--- config.mk ---
export PLATFORM = sky130hd
export DESIGN_NAME = dti_fifo_flat
export DESIGN_NICKNAME = d
export VERILOG_FILES = /design/src/rtl/dti_pkg.sv /design/src/rtl/dti_if.sv /design/src/rtl/dti_fifo_mem.sv /design/src/rtl/dti_fifo.sv /design/src/flat_wrapper.sv
export SDC_FILE = /design/constraint.sdc
export NUM_CORES = 1
export LEC_CHECK = 0
export BUFFER_PORTS_ARGS = -buffer_cell sky130_fd_sc_hd__buf_2
export CORE_ASPECT_RATIO = 1.5
export CORE_MARGIN = 10
export CORE_UTILIZATION = 50
export DETAILED_ROUTE_END_ITERATION = 10
export PLACE_DENSITY = 0.78
export SKIP_CTS_REPAIR_TIMING = 1
export SLEW_MARGIN = 20
export SYNTH_ARGS = -nofsm -noshare
export SYNTH_HDL_FRONTEND = slang
export SYNTH_SLANG_ARGS = --single-unit
--- constraint.sdc ---
create_clock -name clk -period 6 [get_ports clk]
set_input_delay 0 -clock clk [delete_from_list [all_inputs] [get_ports clk]]
set_output_delay 0 -clock clk [all_outputs]
set_load 0.02 [all_outputs]
--- src/rtl/dti_pkg.sv ---
// Shared DTI definitions: address-width helper, pointer type and level width
// for the default FIFO geometry.
package dti_pkg;

  localparam int unsigned DTI_DEPTH_DEFAULT = 4;

  // Address width for a given depth, never below one bit.
  function automatic int unsigned aw_of(input int unsigned depth);
    return (depth <= 2) ? 1 : $clog2(depth);
  endfunction

  localparam int unsigned DTI_AW      = aw_of(DTI_DEPTH_DEFAULT);
  localparam int unsigned DTI_LEVEL_W = DTI_AW + 1;

  typedef logic [DTI_AW:0] dti_ptr_t;

endpackage

--- src/rtl/dti_if.sv ---
// DTI valid/ready handshake bundle; producer drives data/valid, consumer drives ready.
interface dti #(
  parameter int unsigned W_DATA = 64
);
  logic              valid;
  logic              ready;
  logic [W_DATA-1:0] data;

  modport producer (output valid, output data, input  ready);
  modport consumer (input  valid, input  data, output ready);
  modport master   (output valid, output data, input  ready);
  modport slave    (input  valid, input  data, output ready);
endinterface

--- src/rtl/dti_fifo_mem.sv ---
// DEPTH x W_DATA register array: one synchronous write port, one asynchronous read port.
module dti_fifo_mem #(
  parameter int unsigned W_DATA = 64,
  parameter int unsigned DEPTH  = 4,
  parameter int unsigned AW     = 2
) (
  input  logic              clk,
  input  logic              we,
  input  logic [AW-1:0]     waddr,
  input  logic [W_DATA-1:0] wdata,
  input  logic [AW-1:0]     raddr,
  output logic [W_DATA-1:0] rdata
);

  logic [W_DATA-1:0] mem [DEPTH];

  always_ff @(posedge clk) begin
    if (we) mem[waddr] <= wdata;
  end

  assign rdata = mem[raddr];

endmodule

--- src/rtl/dti_fifo.sv ---
// Show-ahead synchronous elastic buffer between two DTI links.
// Optional embedded protocol assertions: define DTI_FIFO_ASSERT_EN.
module dti_fifo
  import dti_pkg::*;
#(
  parameter int unsigned W_DATA = 64,
  parameter int unsigned DEPTH  = 4
) (
  input  logic                 clk,
  input  logic                 rst,
  dti.consumer                 din,
  dti.producer                 dout,
  output logic [aw_of(DEPTH):0] level
);

  localparam int unsigned AW = aw_of(DEPTH);

  typedef logic [AW:0] ptr_t;

  ptr_t wr_ptr;
  ptr_t rd_ptr;
  logic empty;
  logic full;
  logic push;
  logic pop;

  assign empty = (wr_ptr == rd_ptr);
  assign full  = (wr_ptr[AW] != rd_ptr[AW]) && (wr_ptr[AW-1:0] == rd_ptr[AW-1:0]);
  assign level = wr_ptr - rd_ptr;

  // Ready is gated by reset so nothing is accepted while rst is low.
  assign din.ready  = !full && rst;
  assign dout.valid = !empty;

  assign push = din.valid && din.ready;
  assign pop  = dout.valid && dout.ready;

  always_ff @(posedge clk) begin
    if (!rst) begin
      wr_ptr <= '0;
      rd_ptr <= '0;
    end else begin
      if (push) wr_ptr <= wr_ptr + 1'b1;
      if (pop)  rd_ptr <= rd_ptr + 1'b1;
    end
  end

  dti_fifo_mem #(
    .W_DATA (W_DATA),
    .DEPTH  (DEPTH),
    .AW     (AW)
  ) u_mem (
    .clk   (clk),
    .we    (push),
    .waddr (wr_ptr[AW-1:0]),
    .wdata (din.data),
    .raddr (rd_ptr[AW-1:0]),
    .rdata (dout.data)
  );

`ifdef DTI_FIFO_ASSERT_EN
  a_no_push_full: assert property (@(posedge clk) disable iff (!rst) !(push && full))
    else $error("%m: push while full");
  a_no_pop_empty: assert property (@(posedge clk) disable iff (!rst) !(pop && empty))
    else $error("%m: pop while empty");
  a_level_range: assert property (@(posedge clk) disable iff (!rst) level <= DEPTH)
    else $error("%m: level exceeds DEPTH");
  a_hold: assert property (@(posedge clk) disable iff (!rst)
                           dout.valid && !dout.ready |=> dout.valid && $stable(dout.data))
    else $error("%m: output not held while stalled");
  a_din_valid_known: assert property (@(posedge clk) disable iff (!rst) !$isunknown(din.valid))
    else $error("%m: din.valid unknown");
  a_dout_ready_known: assert property (@(posedge clk) disable iff (!rst) !$isunknown(dout.ready))
    else $error("%m: dout.ready unknown");
`else
  // Checks disabled: no assertion logic in this build.
`endif

endmodule

--- src/flat_wrapper.sv ---
// flat-port wrapper written by rule: the top's interface ports become plain ports
module dti_fifo_flat import dti_pkg::*;
#(
  parameter int unsigned W_DATA = 64,
  parameter int unsigned DEPTH  = 4
)
  (clk, rst, level, din_valid, din_data, din_ready, dout_valid, dout_data, dout_ready);
  dti #(.W_DATA(W_DATA)) din_i ();
  dti #(.W_DATA(W_DATA)) dout_i ();
  input  logic clk;
  input  logic rst;
  output logic [aw_of(DEPTH):0] level;
  input wire logic [$bits(din_i.valid)-1:0] din_valid;
  input wire logic [$bits(din_i.data)-1:0] din_data;
  output wire logic [$bits(din_i.ready)-1:0] din_ready;
  output wire logic [$bits(dout_i.valid)-1:0] dout_valid;
  output wire logic [$bits(dout_i.data)-1:0] dout_data;
  input wire logic [$bits(dout_i.ready)-1:0] dout_ready;
  assign din_i.valid = din_valid;
  assign din_i.data = din_data;
  assign din_ready = din_i.ready;
  assign dout_valid = dout_i.valid;
  assign dout_data = dout_i.data;
  assign dout_i.ready = dout_ready;
  dti_fifo #(.W_DATA(W_DATA), .DEPTH(DEPTH)) u_core (.clk(clk), .rst(rst), .din(din_i), .dout(dout_i), .level(level));
endmodule
==> run_results.csv, run 1 <==
group,metric,value,unit
layout,final-seq-area,0.007855,mm^2
sta,hold_violations,0,
clock_tree,clock_insertion_delay_worst_skew,500,ps
setup_path,timing.critical_path.to_type,"flop",
layout,layout-area-overhead-vs-synth,23.69,%
floorplanning,die_area,0.02572,mm^2
global_route,grt_first_pass_wirelength,28010,um
drt,routed_wl,19370,um
drt,routed-via-count,4740,
logic_synthesis,synth-async-reset-ratio,0,%
sta,worst_hold_slack,250.5,ps
clock_tree,cts-buffers-inserted,22,
logic_synthesis,synthCells,399,
setup_path,critPathRequiredTime,6110,ps
drt,drt-pass1-iter-count,5,
power,power_density,417.5,mW/mm^2
place,gp_congestion,0.7832,
global_route,via_count_of_the_first_global_routing_pass,4813,
clock_tree,tritoncts,"built",
logic_synthesis,simple_gate_area_share_of_the_yosys_netlist,1.800,%
drt,drc,0,
logic_synthesis,main_combinational_cell_family_by_area_after_synthesis,"multiplexers",
drt,viasPerCell,5.362,
sta,drv_slew,0,
sta,fmax,0.3612,GHz
sta,rsz0062_at_grt,"false",
outcome,run_status,"finished clean",
drt,drtAntennaViolNets,0,
global_route,globalRouteTotalUtil,13.99,%
setup_path,reg2regPathDepth,5,
setup_path,critical_path.cell_chain,"inv_1 > ha_1 > nand2_1 > o21a_1 > and3_4",
clock_tree,tritoncts_num_sinks,264,
sta,post-route-period-util,46.15,%
layout,final_core_utilization,63.01,%
drt,drt_iter0_drc,433,
setup_path,worst_path_max_delay_cell,"sky130_fd_sc_hd__and3_4",
sta,setup_total_negative_slack,0,ps
setup_path,cp_max_fo,64,
power,total_power,5062,uW
min_path,min_path_cells,2,
power,peakVddDrop,0.3367,mV
run,cap_violations,0,
floorplanning,die_height,191.5,um
layout,commonest_cells_after_routing_fill_and_taps_aside,"256 x sky130_fd_sc_hd__edfxtp_1, 136 x sky130_fd_sc_hd__buf_2, 68 x sky130_fd_sc_hd__dlygate4sd3_1",
global_route,antenna_violations_before_repair,1,
sta,maxSlewHeadroom,34.23,%
logic_synthesis,synth_compound_area_share,0.6766,%
layout,drive_above_1_share,38.50,%
min_path,timing.hold.worst.class,"in -> reg",
setup_path,cp_data_arrival_time,2880,ps
global_route,globalRouteOverflowTotal,0,
sta,tightest_slew,986.5,ps
layout,multiInputGateArea,0.001858,mm^2
logic_synthesis,synth_enable_flop_cells,256,
logic_synthesis,synth_seq_cells,264,
floorplanning,fp-row-count,62,
logic_synthesis,most_used_flip_flop_cell_after_synthesis,"sky130_fd_sc_hd__edfxtp_1",
floorplanning,initial_core_utilization,50.94,%
logic_synthesis,synth_cell_type_count,30,
floorplanning,floorplan.die.width,134.3,um
logic_synthesis,ys_seq_area_share,80.07,%
logic_synthesis,yosys.area_share.adder,1.098,%
global_route,largest_net_degree_at_the_start_of_global_routing,65,
sta,finClkSkew,13.04,ps
setup_path,worstSetupStartpointType,"flop",
sta,finalWorstPathRequiredPeriod,2769,ps
layout,number_of_filler_cells_placed_in_the_layout,1329,
clock_tree,cts_max_path_bufs,3,
logic_synthesis,total_of_warnings_raised_by_yosys,0,
clock_tree,h-tree-depth,1,
place,dp_hpwl,11560,um
place,port-buffer-count,136,
logic_synthesis,muxShareOfSynthArea,14.92,%
layout,final_common_cell,"sky130_fd_sc_hd__edfxtp_1",
layout,number_of_nets_in_the_final_layout,687,
logic_synthesis,post_synth_instance_area,0.009801,mm^2
floorplanning,design.core.area,0.01924,mm^2
logic_synthesis,synth.net_count,475,
logic_synthesis,postSynthAreaPerCell,24.56,um^2
power,static-leakage-power,0.004127,uW
setup_path,path_class,"reg -> reg",
clock_tree,clkTransAtPathRegs,60,ps
clock_tree,cts_root_buffer,"sky130_fd_sc_hd__clkbuf_16",
setup_path,slowest_delay,860,ps
logic_synthesis,synthXorXnorAreaFrac,0.2553,%
floorplanning,ioPinCount,137,
sta,finalSetupViolations,0,
drt,wire_per_inst,21.91,um
-- per-layer routing --
layer | share of wire, % | global-route usage, %
met1 | 38 | 16.55
met2 | 55 | 24.55
met3 | 5.4 | 3.705
met4 | 1.9 | 3.988
met5 | 0 | 0
-- cells in the mapped netlist (2+ instances only) --
cell / instances / area [um^2]
sky130_fd_sc_hd__mux4_2: 64 / 1441
sky130_fd_sc_hd__buf_4: 6 / 45.04
sky130_fd_sc_hd__edfxtp_1: 256 / 7687
sky130_fd_sc_hd__nand4_1: 6 / 37.54
sky130_fd_sc_hd__clkbuf_1: 3 / 11.26
sky130_fd_sc_hd__nand3b_1: 3 / 22.52
sky130_fd_sc_hd__ha_1: 7 / 87.58
sky130_fd_sc_hd__buf_2: 8 / 40.04
sky130_fd_sc_hd__nand3_1: 5 / 25.02
sky130_fd_sc_hd__and3_1: 4 / 25.02
sky130_fd_sc_hd__o211a_1: 2 / 20.02
sky130_fd_sc_hd__nand4b_1: 2 / 17.52
sky130_fd_sc_hd__dfxtp_1: 8 / 160.2
sky130_fd_sc_hd__inv_1: 5 / 18.77
sky130_fd_sc_hd__nand2_1: 5 / 18.77
-- worst paths after layout --
kind	from	to	slack [ps]
worst max-delay path	u_core.wr_ptr[0]	u_core.u_mem.mem[0][54]	3230
worst max register to register	u_core.wr_ptr[0]	u_core.u_mem.mem[0][54]	3230
worst min-delay path	din_data[20]	u_core.u_mem.mem[2][20]	250
worst min register to register	u_core.wr_ptr[0]	u_core.wr_ptr[0]	600
-- flip-flops by register name (all words and copies together), names as in the netlist, named ones only --
name / cells
u_core.u_mem.mem: 256
u_core.rd_ptr: 3
u_core.wr_ptr: 3
-- report_power, final --
group | internal [uW] | total (uW) | leakage (uW) | switching, uW
clock network | 784 | 1370 | 0.000349 | 584
registers | 2220 | 2380 | 0.00239 | 160
logic | 565 | 1310 | 0.00139 | 749
total | 3570 | 5060 | 0.00413 | 1490
-- metrics by stage --
step | setup slack [ps] | cells | cell area, um^2
final | 3231 | 884 | 12120
after global routing | 3029 | 883 | 12120
after CTS | 3143 | 814 | 11440
after detailed placement | 3264 | 775 | 10740
after global placement | 3396 | 775 | 10740
after floorplan | 2626 | 399 | 9801
-- logic make-up after synthesis --
logic type      Yosys count
fa+ha+maj                 8
mux                      66
xor+xnor                  2
buf+inv                  22
flops                   264
compound gates            8
simple gates             29
-- critical path: cells and delay by family, from the launching register on --
kind / cells / cell delay [ps]
simple gates: 2 / 1140
compound gates: 1 / 270
flops: 1 / 430
fa+ha+maj: 1 / 370
buf+inv: 1 / 120
-- area by class of cell --
cell class,count,area share (%)
Antenna cell,2,0.04128
Clock buffer,26,4.841
Clock inverter,13,0.9082
Inverter,5,0.1548
Multi-Input combinational cell,113,15.33
Sequential cell,264,64.79
Tap cell,256,2.642
Timing Repair Buffer,205,11.29
(Power assumes the default switching activity.)
==> inputs of run 2 (changes only) <==
--- a/config.mk
+++ b/config.mk
@@ -10,7 +10,7 @@
 export CORE_MARGIN = 10
 export CORE_UTILIZATION = 50
 export DETAILED_ROUTE_END_ITERATION = 10
-export PLACE_DENSITY = 0.78
+export PLACE_DENSITY = 0.81
 export SKIP_CTS_REPAIR_TIMING = 1
 export SLEW_MARGIN = 20
 export SYNTH_ARGS = -nofsm -noshare
==> constraint.sdc (replaced) <==
create_clock -name clk -period 2.2 [get_ports clk]
set_input_delay 0 -clock clk [delete_from_list [all_inputs] [get_ports clk]]
set_output_delay 0 -clock clk [all_outputs]
set_load 0.02 [all_outputs]
==> run 2 against run 1 <==
Compared with the run above:
- critical path depth is 1 higher
- largest power group unchanged
- final cell count is 1.5% higher
- wire length is 3.9% higher
- die area stayed put
- highest routed layer unchanged
==> run_results.csv, run 2 (same netlist as run 1, synthesis figures left out) <==
group,metric,value,unit
layout,largest_registers,"u_core.u_mem.mem: 256 flops, u_core.rd_ptr: 3 flops, u_core.wr_ptr: 3 flops",
clock_tree,tritoncts,"built",
power,netSwitchingFraction,29.72,%
layout,largest_reg_flops,256,
power,total_power,14270,uW
sta,finClkSkew,13.86,ps
drt,drc,0,
power,static-leakage-power,0.004239,uW
setup_path,timing.critical_path.to_type,"flop",
setup_path,cp_data_arrival_time,2500,ps
setup_path,cp_max_fo,9,
clock_tree,cts_max_path_bufs,3,
global_route,via_count_of_the_first_global_routing_pass,5098,
global_route,globalRouteOverflowTotal,0,
sta,tightest_slew,535.4,ps
setup_path,critical_path.cell_chain,"inv_1 > ha_1 > nand2_4 > o211a_1 > o211a_1 > dlygate4sd3_1",
layout,number_of_nets_in_the_final_layout,700,
power,peakVddDrop,1.086,mV
drt,routed_wl,20120,um
setup_path,critical-path-top-delay-family,"buffers and inverters",
drt,drtAntennaViolNets,0,
drt,drt_iter0_drc,362,
clock_tree,tritoncts_num_sinks,264,
floorplanning,fp-row-count,62,
global_route,largest_net_degree_at_the_start_of_global_routing,35,
sta,hold_violations,0,
power,combPwrFrac,28.1,%
sta,post-route-period-util,96.59,%
sta,fmax,0.4706,GHz
drt,drt-pass1-iter-count,5,
setup_path,timing.critical_path.depth,6,
sta,finalWorstPathRequiredPeriod,2125,ps
sta,drv_slew,0,
setup_path,worstSetupStartpointType,"flop",
clock_tree,h-tree-depth,1,
setup_path,path_class,"reg -> reg",
run,cap_violations,0,
outcome,run_status,"finished clean",
place,port-buffer-count,136,
sta,finalSetupViolations,0,
layout,final_core_utilization,64.56,%
power,sequentialPowerShare,44.2,%
clock_tree,clock_insertion_delay_worst_skew,490,ps
layout,commonest_cells_after_routing_fill_and_taps_aside,"256 x sky130_fd_sc_hd__edfxtp_1, 136 x sky130_fd_sc_hd__buf_2, 68 x sky130_fd_sc_hd__dlygate4sd3_1",
global_route,globalRouteTotalUtil,15.11,%
floorplanning,initial_core_utilization,50.94,%
floorplanning,ioPinCount,137,
setup_path,worst_path_max_delay_cell,"sky130_fd_sc_hd__dlygate4sd3_1",
clock_tree,clkTransAtPathRegs,70,ps
floorplanning,design.core.area,0.01924,mm^2
drt,routed-via-count,4905,
floorplanning,die_height,191.5,um
setup_path,critPathRequiredTime,2580,ps
sta,maxSlewHeadroom,64.13,%
global_route,antenna_violations_before_repair,1,
drt,wire_per_inst,22.43,um
min_path,min_path_cells,2,
setup_path,reg2regPathDepth,6,
clock_tree,cts_root_buffer,"sky130_fd_sc_hd__clkbuf_16",
layout,top_register,"u_core.u_mem.mem",
layout,final_common_cell,"sky130_fd_sc_hd__edfxtp_1",
place,gp_congestion,0.7796,
clock_tree,cts-buffers-inserted,23,
drt,viasPerCell,5.468,
floorplanning,die_area,0.02572,mm^2
floorplanning,floorplan.die.width,134.3,um
global_route,grt_first_pass_wirelength,30160,um
layout,layout-area-overhead-vs-synth,26.72,%
power,power_density,1149,mW/mm^2
power,power_report.internal_total,10030,uW
min_path,timing.hold.worst.class,"in -> reg",
layout,drive_above_1_share,40.47,%
place,dp_hpwl,12760,um
setup_path,crit_path_frequent_cell,"sky130_fd_sc_hd__o211a_1",
setup_path,slowest_delay,540,ps
power,power.net_switching,4240,uW
setup_path,critPathBufInv,2,
power,clockPowerShare,27.7,%
-- run 2: cell types whose count changed in the layout (fill, tap and decap cells not counted), moves of 2 or more --
cell / previous run / this run
sky130_fd_sc_hd__clkinv_4: 0 / 2
sky130_fd_sc_hd__clkinv_2: 7 / 3
sky130_fd_sc_hd__buf_12: 0 / 11
sky130_fd_sc_hd__clkinvlp_4: 0 / 3
-- run 2: stage by stage --
stage                     worst slack, ps  hold WS (ps)  std cells  TNS (ps)  area, um^2
after floorplan                     25.81         98.87        399         0        9831
after global placement              209.6         210.9        787         0       10980
after detailed placement            58.33         215.7        787         0       10980
after CTS                           59.90        -301.9        828         0       11730
after global routing               -4.841         262.0        897    -4.841       12420
final                               74.98         258.1        897         0       12420
-- run 2: cell type report --
cell class	instances	area [um^2]
clock buffers	25	583.1
fillers	1307	6819
repair buffers	217	1597
diodes	1	2.502
flip-flops and latches	264	7856
clock inverters	16	168.9
multi-input cells	113	1873
inverters	5	18.77
well taps	256	320.3
-- run 2: worst paths after layout --
check / to / slack, ps / start
worst max-delay path: u_core.rd_ptr[2] / 70 / u_core.wr_ptr[0]
worst min-delay path: u_core.u_mem.mem[3][57] / 260 / din_data[57]
worst max register to register: u_core.rd_ptr[2] / 70 / u_core.wr_ptr[0]
worst min register to register: u_core.wr_ptr[0] / 530 / u_core.wr_ptr[0]
-- run 2: metal layers --
layer	up-vias	part of all wire, %	global-route usage [%]
met5	-	0	0
met3	30	5.6	3.205
met2	194	56	26.76
li1	2164	-	-
met1	2517	36	17.55
met4	0	2.5	5.835
-- run 2: power groups by stage --
| stage | Sequential [uW] | Clock, uW | Combinational (uW) |
|---|---|---|---|
| after floorplan | 6230 | 0 | 2680 |
| after global placement | 6360 | 0 | 3860 |
| after detailed placement | 6400 | 0 | 3950 |
| after CTS | 6300 | 4030 | 3980 |
| after global routing | 6350 | 4220 | 4280 |
| final | 6300 | 3960 | 4010 |
==> inputs of run 3 (changes only) <==
--- a/config.mk
+++ b/config.mk
@@ -9,8 +9,10 @@
 export CORE_ASPECT_RATIO = 1.5
 export CORE_MARGIN = 10
 export CORE_UTILIZATION = 50
+export CTS_CLUSTER_SIZE = 8
 export DETAILED_ROUTE_END_ITERATION = 10
 export PLACE_DENSITY = 0.81
+export SETUP_SLACK_MARGIN = 0.1
 export SKIP_CTS_REPAIR_TIMING = 1
 export SLEW_MARGIN = 20
 export SYNTH_ARGS = -nofsm -noshare
==> run 3 against run 2 <==
Compared with the run above:
- total power up 9.5%
- sequential power grew 0.8%
- worst setup slack better by 120 ps
- via count rose by 4.8%
- fmax is 5.8% higher
- register-to-register slack better by 130 ps
- critical path type is now reg -> out
- largest power group unchanged
- die area unchanged
- clock-buffer cell count grew 28
- core utilization increased by 2.3 points
- clock skew up 2.2 ps
- clock power is 28% higher
==> run_results.csv, run 3 (same netlist as run 1, synthesis figures left out) <==
group,metric,value,unit
outcome,run_status,"finished clean",
min_path,timing.hold.worst.class,"in -> reg",
floorplanning,fp-row-count,62,
sta,finalWorstPathRequiredPeriod,2009,ps
layout,largest_registers,"u_core.u_mem.mem: 256 flops, u_core.rd_ptr: 3 flops, u_core.wr_ptr: 3 flops",
sta,post-route-period-util,91.32,%
drt,routed-via-count,5140,
sta,finalSetupViolations,0,
drt,routed_wl,22300,um
place,gp_congestion,0.7589,
setup_path,worstSetupStartpointType,"flop",
power,power.net_switching,4538,uW
sta,maxSlewHeadroom,63.28,%
place,dp_hpwl,13470,um
power,combPwrFrac,27.0,%
global_route,grt_first_pass_wirelength,32540,um
layout,commonest_cells_after_routing_fill_and_taps_aside,"256 x sky130_fd_sc_hd__edfxtp_1, 136 x sky130_fd_sc_hd__buf_2, 67 x sky130_fd_sc_hd__dlygate4sd3_1",
setup_path,timing.critical_path.to_type,"output port",
drt,drt-pass1-iter-count,5,
layout,multiInputGateArea,0.001886,mm^2
sta,setup_total_negative_slack,0,ps
sta,rsz0062_at_grt,"false",
setup_path,r2r_slack,200,ps
power,sequentialPowerShare,40.7,%
global_route,largest_net_degree_at_the_start_of_global_routing,36,
clock_tree,tritoncts_num_sinks,264,
floorplanning,ioPinCount,137,
setup_path,path_class,"reg -> out",
global_route,globalRouteOverflowTotal,0,
clock_tree,cts-buffers-inserted,38,
power,netSwitchingFraction,29.05,%
power,static-leakage-power,0.004460,uW
layout,final_common_cell,"sky130_fd_sc_hd__edfxtp_1",
layout,number_of_filler_cells_placed_in_the_layout,1244,
setup_path,reg2regPathDepth,6,
power,peakVddDrop,0.6235,mV
min_path,worstHoldStart,"din_data[20]",
clock_tree,h-tree-depth,2,
clock_tree,cts_max_path_bufs,3,
global_route,globalRouteTotalUtil,16.75,%
min_path,hold_end,"u_core.u_mem.mem[2][20]",
power,power_density,1215,mW/mm^2
power,power_report.internal_total,11090,uW
run,cap_violations,0,
sta,finClkSkew,16.05,ps
drt,drt_iter0_drc,451,
clock_tree,cts_root_buffer,"sky130_fd_sc_hd__clkbuf_16",
floorplanning,floorplan.die.width,134.3,um
clock_tree,tritoncts,"built",
clock_tree,clkTransAtPathRegs,50,ps
setup_path,critPathRequiredTime,2200,ps
min_path,min_path_cells,2,
drt,drtAntennaViolNets,0,
place,port-buffer-count,136,
drt,viasPerCell,5.569,
power,clockPowerShare,32.3,%
floorplanning,die_area,0.02572,mm^2
power,total_power,15620,uW
floorplanning,die_height,191.5,um
layout,final-seq-area,0.007856,mm^2
sta,drv_slew,0,
global_route,via_count_of_the_first_global_routing_pass,5279,
layout,largest_reg_flops,256,
layout,number_of_nets_in_the_final_layout,728,
setup_path,cp_data_arrival_time,2010,ps
layout,layout-area-overhead-vs-synth,31.16,%
floorplanning,design.core.area,0.01924,mm^2
drt,drc,0,
sta,tightest_slew,548.2,ps
clock_tree,clock_insertion_delay_worst_skew,500,ps
sta,hold_violations,0,
sta,fmax,0.4978,GHz
setup_path,cp_max_fo,6,
global_route,antenna_violations_before_repair,1,
setup_path,crit-reg2reg-capture,"u_core.u_mem.mem[1][45]",
layout,drive_above_1_share,41.89,%
setup_path,worst_r2r_startpoint,"u_core.rd_ptr[1]",
floorplanning,initial_core_utilization,50.94,%
drt,wire_per_inst,24.16,um
layout,top_register,"u_core.u_mem.mem",
-- run 3: cell count changes in the layout (fill, tap and decap cells not counted), sizes merged --
cell         previous run  this run
dlygate4sd3            68        67
clkbuf                 25        54
bufinv                  3         0
buf                   149       162
clkinv                  9         0
clkinvlp                3         0
-- run 3: power groups by stage --
stage	sequential (uW)	clock (uW)	combinational, uW
final	6350	5050	4220
after detailed placement	6460	0	4000
after floorplan	6230	0	2720
after global placement	6410	0	3930
after CTS	6380	5150	4050
after global routing	6400	5350	4480
-- run 3: metrics by stage --
stage	setup slack, ps	instances	cell area [um^2]	util, %	hold slack (ps)
3_3_place_gp	208.6	788	11030	57.32	210.2
6_report	191.0	923	12850	66.82	256.6
3_5_place_dp	128.1	788	11030	57.32	221.4
2_1_floorplan	127.7	399	9848	-	98.87
5_1_grt	96.75	923	12850	66.82	266.9
4_1_cts	14.84	842	12070	62.71	-293.8
-- run 3: cell type report --
class | count | share of cell area [%]
diodes | 1 | 0.01947
multi-input cells | 113 | 14.67
repair buffers | 230 | 13.49
well taps | 256 | 2.492
inverters | 5 | 0.1460
clock inverters | 1 | 0.06813
clock buffers | 53 | 8.001
flip-flops and latches | 264 | 61.12
-- run 3: per-layer routing --
metal | share of wire (%) | up-vias | wire length, um | GRT usage, %
met3 | 6.4 | 43 | 1429 | 4.572
met5 | 0 | - | 0 | 0
met1 | 36 | 2661 | 7955 | 19.09
li1 | - | 2214 | - | -
met2 | 56 | 222 | 12450 | 29.36
met4 | 2.1 | 0 | 466 | 6.381
-- run 3: worst max-delay path, cell delays in order, from the launching register on --
cell	delay (ps)
sky130_fd_sc_hd__dfxtp_2	370
sky130_fd_sc_hd__inv_1	120
sky130_fd_sc_hd__ha_4	190
sky130_fd_sc_hd__fa_1	440
sky130_fd_sc_hd__xnor2_1	210
sky130_fd_sc_hd__buf_2	210
-- run 3: worst max path at each step --
| stage | startpoint | end | slack, ps | cells past startpoint |
|---|---|---|---|---|
| after floorplan | u_core.rd_ptr[1] | u_core.u_mem.mem[0][0] | 130 | 5 |
| after global placement | u_core.rd_ptr[1] | u_core.u_mem.mem[0][52] | 210 | 6 |
| after detailed placement | u_core.rd_ptr[1] | u_core.u_mem.mem[0][58] | 130 | 6 |
| after CTS | flop | dout_data[38] | 10 | 3 |
| after global routing | u_core.wr_ptr[0] | level[2] | 100 | 5 |
| final | u_core.wr_ptr[0] | level[2] | 190 | 5 |
